### src/rtl/axis_pkt_streamer.sv
// PL-to-PS AXI-Stream transmitter: FWFT beat FIFO, forced tlast at a maximum
// packet length, stretched per-packet read interrupt and status counters.
module axis_pkt_streamer #(
    parameter int                    DATA_WIDTH       = 256,
    parameter int                    KEEP_WIDTH       = DATA_WIDTH / 8,
    parameter int                    FIFO_DEPTH_INDEX = 4,
    parameter int                    MAX_PKT_BEATS    = 400,
    parameter logic [KEEP_WIDTH-1:0] LAST_KEEP        = '1,
    parameter int                    INTR_PERIOD      = 10,
    parameter int                    PKT_CNT_WIDTH    = 16
) (
    input  logic                        clk,
    input  logic                        rst_n,
    input  logic                        flush,
    input  logic                        transmit_vld,
    input  logic [DATA_WIDTH-1:0]       transmit_data,
    input  logic                        transmit_last,
    output logic                        transmit_rdy,
    output logic [DATA_WIDTH-1:0]       AXIS_tdata,
    output logic [KEEP_WIDTH-1:0]       AXIS_tkeep,
    output logic                        AXIS_tlast,
    output logic                        AXIS_tvalid,
    input  logic                        AXIS_tready,
    output logic                        read_intr,
    output logic [PKT_CNT_WIDTH-1:0]    pkt_cnt,
    output logic [FIFO_DEPTH_INDEX:0]   fifo_level
);

    localparam int DEPTH   = 2 ** FIFO_DEPTH_INDEX;
    localparam int BEAT_W  = (MAX_PKT_BEATS > 1) ? $clog2(MAX_PKT_BEATS) : 1;
    localparam int TIMER_W = (INTR_PERIOD > 0) ? $clog2(INTR_PERIOD + 1) : 1;

    localparam logic [FIFO_DEPTH_INDEX:0]   LEVEL_FULL = (FIFO_DEPTH_INDEX + 1)'(DEPTH);
    localparam logic [FIFO_DEPTH_INDEX:0]   LEVEL_ONE  = 1;
    localparam logic [FIFO_DEPTH_INDEX-1:0] PTR_ONE    = 1;
    localparam logic [BEAT_W-1:0]           BEAT_MAX   = BEAT_W'(MAX_PKT_BEATS - 1);
    localparam logic [BEAT_W-1:0]           BEAT_ONE   = 1;
    localparam logic [TIMER_W-1:0]          TIMER_LOAD = TIMER_W'(INTR_PERIOD);
    localparam logic [TIMER_W-1:0]          TIMER_ONE  = 1;
    localparam logic [PKT_CNT_WIDTH-1:0]    PKT_ONE    = 1;

    logic [DATA_WIDTH:0]         mem [DEPTH];
    logic [FIFO_DEPTH_INDEX-1:0] wr_ptr;
    logic [FIFO_DEPTH_INDEX-1:0] rd_ptr;
    logic [FIFO_DEPTH_INDEX:0]   level;
    logic [BEAT_W-1:0]           beat_cnt;
    logic [TIMER_W-1:0]          timer;
    logic                        wr_en;
    logic                        rd_en;
    logic                        in_last;
    logic                        head_last;

    // Handshakes in a flush cycle are dropped, so flush gates both enables.
    assign transmit_rdy = (level != LEVEL_FULL);
    assign AXIS_tvalid  = (level != '0);
    assign wr_en        = transmit_vld && transmit_rdy && !flush;
    assign rd_en        = AXIS_tvalid && AXIS_tready && !flush;
    assign in_last      = transmit_last || (beat_cnt == BEAT_MAX);
    assign head_last    = mem[rd_ptr][DATA_WIDTH];

    // Head entry drives the stream directly; it only moves on a read, which keeps it stable under backpressure.
    assign AXIS_tdata   = AXIS_tvalid ? mem[rd_ptr][DATA_WIDTH-1:0] : '0;
    assign AXIS_tlast   = AXIS_tvalid && head_last;
    assign AXIS_tkeep   = AXIS_tlast ? LAST_KEEP : '1;
    assign read_intr    = (timer != '0);
    assign fifo_level   = level;

    always_ff @(posedge clk) begin
        if (wr_en) begin
            mem[wr_ptr] <= {in_last, transmit_data};
        end
    end

    always_ff @(posedge clk or negedge rst_n) begin
        if (!rst_n) begin
            wr_ptr <= '0;
            rd_ptr <= '0;
            level  <= '0;
        end else if (flush) begin
            wr_ptr <= '0;
            rd_ptr <= '0;
            level  <= '0;
        end else begin
            if (wr_en) begin
                wr_ptr <= wr_ptr + PTR_ONE;
            end
            if (rd_en) begin
                rd_ptr <= rd_ptr + PTR_ONE;
            end
            case ({wr_en, rd_en})
                2'b10:   level <= level + LEVEL_ONE;
                2'b01:   level <= level - LEVEL_ONE;
                default: level <= level;
            endcase
        end
    end

    always_ff @(posedge clk or negedge rst_n) begin
        if (!rst_n) begin
            beat_cnt <= '0;
        end else if (flush) begin
            beat_cnt <= '0;
        end else if (wr_en) begin
            beat_cnt <= in_last ? '0 : beat_cnt + BEAT_ONE;
        end
    end

    // pkt_cnt survives flush; only reset clears it.
    always_ff @(posedge clk or negedge rst_n) begin
        if (!rst_n) begin
            pkt_cnt <= '0;
        end else if (rd_en && head_last) begin
            pkt_cnt <= pkt_cnt + PKT_ONE;
        end
    end

    always_ff @(posedge clk or negedge rst_n) begin
        if (!rst_n) begin
            timer <= '0;
        end else if (flush) begin
            timer <= '0;
        end else if (rd_en && head_last) begin
            timer <= TIMER_LOAD;
        end else if (timer != '0) begin
            timer <= timer - TIMER_ONE;
        end
    end

endmodule

### config.mk
export PLATFORM = sky130hd
export DESIGN_NAME = axis_pkt_streamer
export DESIGN_NICKNAME = d
export VERILOG_FILES = /design/src/rtl/axis_pkt_streamer.sv
export SDC_FILE = /design/constraint.sdc
export NUM_CORES = 2
export LEC_CHECK = 0
export CORE_AREA = 5 5 635 637
export CTS_CLUSTER_SIZE = 40
export DETAILED_ROUTE_END_ITERATION = 7
export DIE_AREA = 0 0 640 642
export PLACE_DENSITY = 0.7
export SETUP_SLACK_MARGIN = 0.5
export SLEW_MARGIN = 15
export SYNTH_ARGS = -nofsm -noshare
export SYNTH_HDL_FRONTEND = slang
export SYNTH_MEMORY_MAX_BITS = 65536
export SYNTH_SLANG_ARGS = --single-unit
export TNS_END_PERCENT = 50
### constraint.sdc
create_clock -name clk -period 12.8 [get_ports clk]
set_input_delay 2.56 -clock clk [delete_from_list [all_inputs] [get_ports clk]]
set_output_delay 2.56 -clock clk [all_outputs]
set_load 0.01 [all_outputs]
==> results_dict.tcl <==
set metrics [dict create \
    layout-drive-gt1-share_pct 27.8 \
    cts_sinks 4154 \
    power.total_mw 34.4 \
    synth_top_area_share_pct 78.1 \
    grt-ovfl-total 0 \
    r2r_cells 7 \
    syn_area_mm2 0.158 \
    cts_tree "yes" \
    ys_ff_latch 4154 \
    num_vias 70800 \
    nFillCells 31700 \
    holdBufCountCts 0 \
    leakage_nw 55.1 \
    fmax_mhz 124 \
    wire_per_inst_um 29.1 \
    switching_power_mw 8.67 \
    fin_crit_sh_pct 63.1 \
    area_growth_pct 16.2 \
    peakVddDrop_uv 152 \
    antenna_found_initial 81 \
    dieArea_mm2 0.411 \
    pwr-share-comb_pct 21.0 \
    worst_pin_slew_ns 1.38 \
    cp.required_ns 10.24 \
    clk-insertion-delay-late_ns 0.96 \
    portBuffers 542 \
    yosysWarnings 0 \
    io_pins 575 \
    dr_wl_met2_mm 188 \
    crit_type "reg -> out" \
    synth_flop_cell "edfxtp_1" \
    intPower_mw 25.7 \
    wl_met3_mm 27.3 \
    syn_avg_cell_area_um2 25.2 \
    postCtsSetupBuffers 0 \
    final-setup-viol-count 0 \
    async_reset_ff_share_pct 1.01 \
    hold_viol_final 0 \
    hp-class "reg -> reg" \
    setup_slack_ns 4.73 \
    setup_tns_ns 0 \
    viasPerCell 5.60 \
    p_seq_share_pct 44.3 \
    dp_slack_ns 5.58 \
    place_congestion 0.740 \
    grt.total_usage_pct 17.6 \
    start_util_pct 39.8 \
    die_w_um 640 \
    synth_seq_area_share_pct 78.8 \
    grt_pass1_wl_mm 532 \
    htree_num_levels 5 \
    drt_iter0_drc 7282 \
    worstHoldPathCells 1 \
    synthTopCellsByArea "edfxtp_1 (78%), mux4_2 (18%), and2_1 (1.0%)" \
    rsz0062_at_grt "false" \
    hpwlAfterDp_mm 180 \
    core_area_mm2 0.397 \
    final_antenna_net_count 0 \
    post-route-min-period_ns 8.07 \
    wl_met1_mm 141 \
    synth_largest_area_cell "edfxtp_1" \
    clockBufferDepth 4 \
    ctsResizeCount 0 \
    outcome "complete, no violations" \
    start_kind "flip-flop" \
    arrival_ns 5.51 \
    powerDensity_mw_per_mm2 187 \
    row_count 232 \
    final_nets 7279 \
    slew_headroom_pct 7.72 \
    grt_pass1_vias 73800 \
    top_layer_used "met5" \
    grt_max_degree 159 \
    drc 0 \
    slew_violations 0 \
    root_buffer "clkbuf_16" \
    synth_cell_type_count 43 \
    drv_cap 0 \
    cp-end-kind "output pin" \
    path_max_fanout 95 \
    clkPwrFrac_pct 34.8 \
    die_height_um 642 \
    routed_wirelength_mm 368 \
    first_pass_iters 6 \
    p_sw_share_pct 25.2 \
    synth_edf_count 4112 \
    clock-skew-final_ns 0.0535 \
    numCtsBuffers 413 \
    clk_pin_slew_worst_paths_ns 0.06 \
    syn_inst 6260 \
]
routing by layer:
metal | global-route usage, % | vias to the layer above
li1 | - | 28600
met1 | 23.2 | 38600
met2 | 30.0 | 2951
met3 | 3.11 | 622
met4 | 5.26 | 34
met5 | 0 | -
power groups by stage:
stage	sequential [mW]	combinational [mW]	clock (mW)
2_1_floorplan	15.5	4.48	0
3_3_place_gp	15.5	7.29	0
3_5_place_dp	15.5	7.35	0
4_1_cts	15.2	7.39	12.2
5_1_grt	15.2	7.68	12.8
6_report	15.2	7.21	12.0
cell usage in the layout (no fill, tap or decap), types with 5 or more instances in the layout:
master           count
a21o_1               7
a21oi_1             11
and2_1             257
and3_1              14
buf_12              43
buf_4               74
bufinv_16           39
clkbuf_1            55
clkbuf_16          417
clkbuf_8             9
clkdlybuf4s50_1    541
clkinv_1            91
clkinv_16            6
clkinv_2            85
clkinv_4             5
clkinv_8             5
clkinvlp_4          19
conb_1              32
dfrtp_1             38
diode_2             41
edfxtp_1          4112
ha_1                10
inv_1                7
inv_16              11
inv_6                6
mux4_2            1285
nand2_1             30
nand3_1             14
nor2_1              16
nor2_4              16
nor3b_1              5
o21ai_0             14
xnor2_1             19
xor2_1               7
per-stage QoR:
step           instance area [um^2]  std cells  hold slack (ns)  util [%]
2_1_floorplan                158000       6291            0.468         -
3_5_place_dp                 170000      11900            0.470      42.8
4_1_cts                      183000      12600            0.481      46.2
6_report                     184000      12700            0.479      46.2
3_3_place_gp                 170000      11900            0.460      42.8
5_1_grt                      184000      12600            0.509      46.2
flip-flops by register name, summed over array words and instances (netlist names):
name / flops
pkt_cnt: 16
timer: 4
beat_cnt: 9
rd_ptr: 4
mem: 4112
fifo_level: 5
wr_ptr: 4
synthesized netlist by cell type, drive strengths merged (14+ instances only):
master,n
buf,181
and3,14
and2,257
nand3,14
dfrtp,42
clkbuf,178
nor2,32
xnor2,19
edfxtp,4112
o21ai,14
mux4,1285
nand2,31
worst paths after layout:
path | end | slack, ns | start
worst max-delay path | AXIS_tdata[189] | 4.73 | rd_ptr[0]
worst min-delay path | pkt_cnt[15] | 0.48 | pkt_cnt[15]
worst max register to register | mem[5][24] | 8.62 | fifo_level[1]
worst min register to register | pkt_cnt[15] | 0.48 | pkt_cnt[15]
max in group asynchronous | rd_ptr[0] | 10.63 | rst_n
min in group asynchronous | pkt_cnt[1] | 1.68 | rst_n
worst max-delay path, cell delays in order (launching register included):
cell and delay, ns:
dfrtp_4 0.97, buf_12 0.62, buf_4 0.88, mux4_2 0.61, mux4_2 0.47, and2_1 0.22
clkdlybuf4s50_1 0.51
final cells by class:
class / instances / area (um^2) / share of cell area (%)
multi-input combinational: 1771 / 32000 / 17.4
inverter: 7 / 26.3 / 0.0143
timing repair buffer: 660 / 6860 / 3.74
antenna: 41 / 103 / 0.0559
clock inverter: 271 / 2700 / 1.47
tap: 5265 / 6590 / 3.59
sequential: 4154 / 125000 / 67.8
clock buffer: 481 / 10800 / 5.86
cells by family after synthesis:
| logic type | share of synthesized area (%) |
|---|---|
| adders and majority gates | 0.0792 |
| buffers and inverters | 1.11 |
| xor gates and xnor gates | 0.144 |
| AOI/OAI and AO/OA | 0.150 |
| other | 0.00237 |
| and+or+nand+nor | 1.40 |
| muxes | 18.3 |
| DFF | 78.8 |
(Power assumes the default switching activity.)
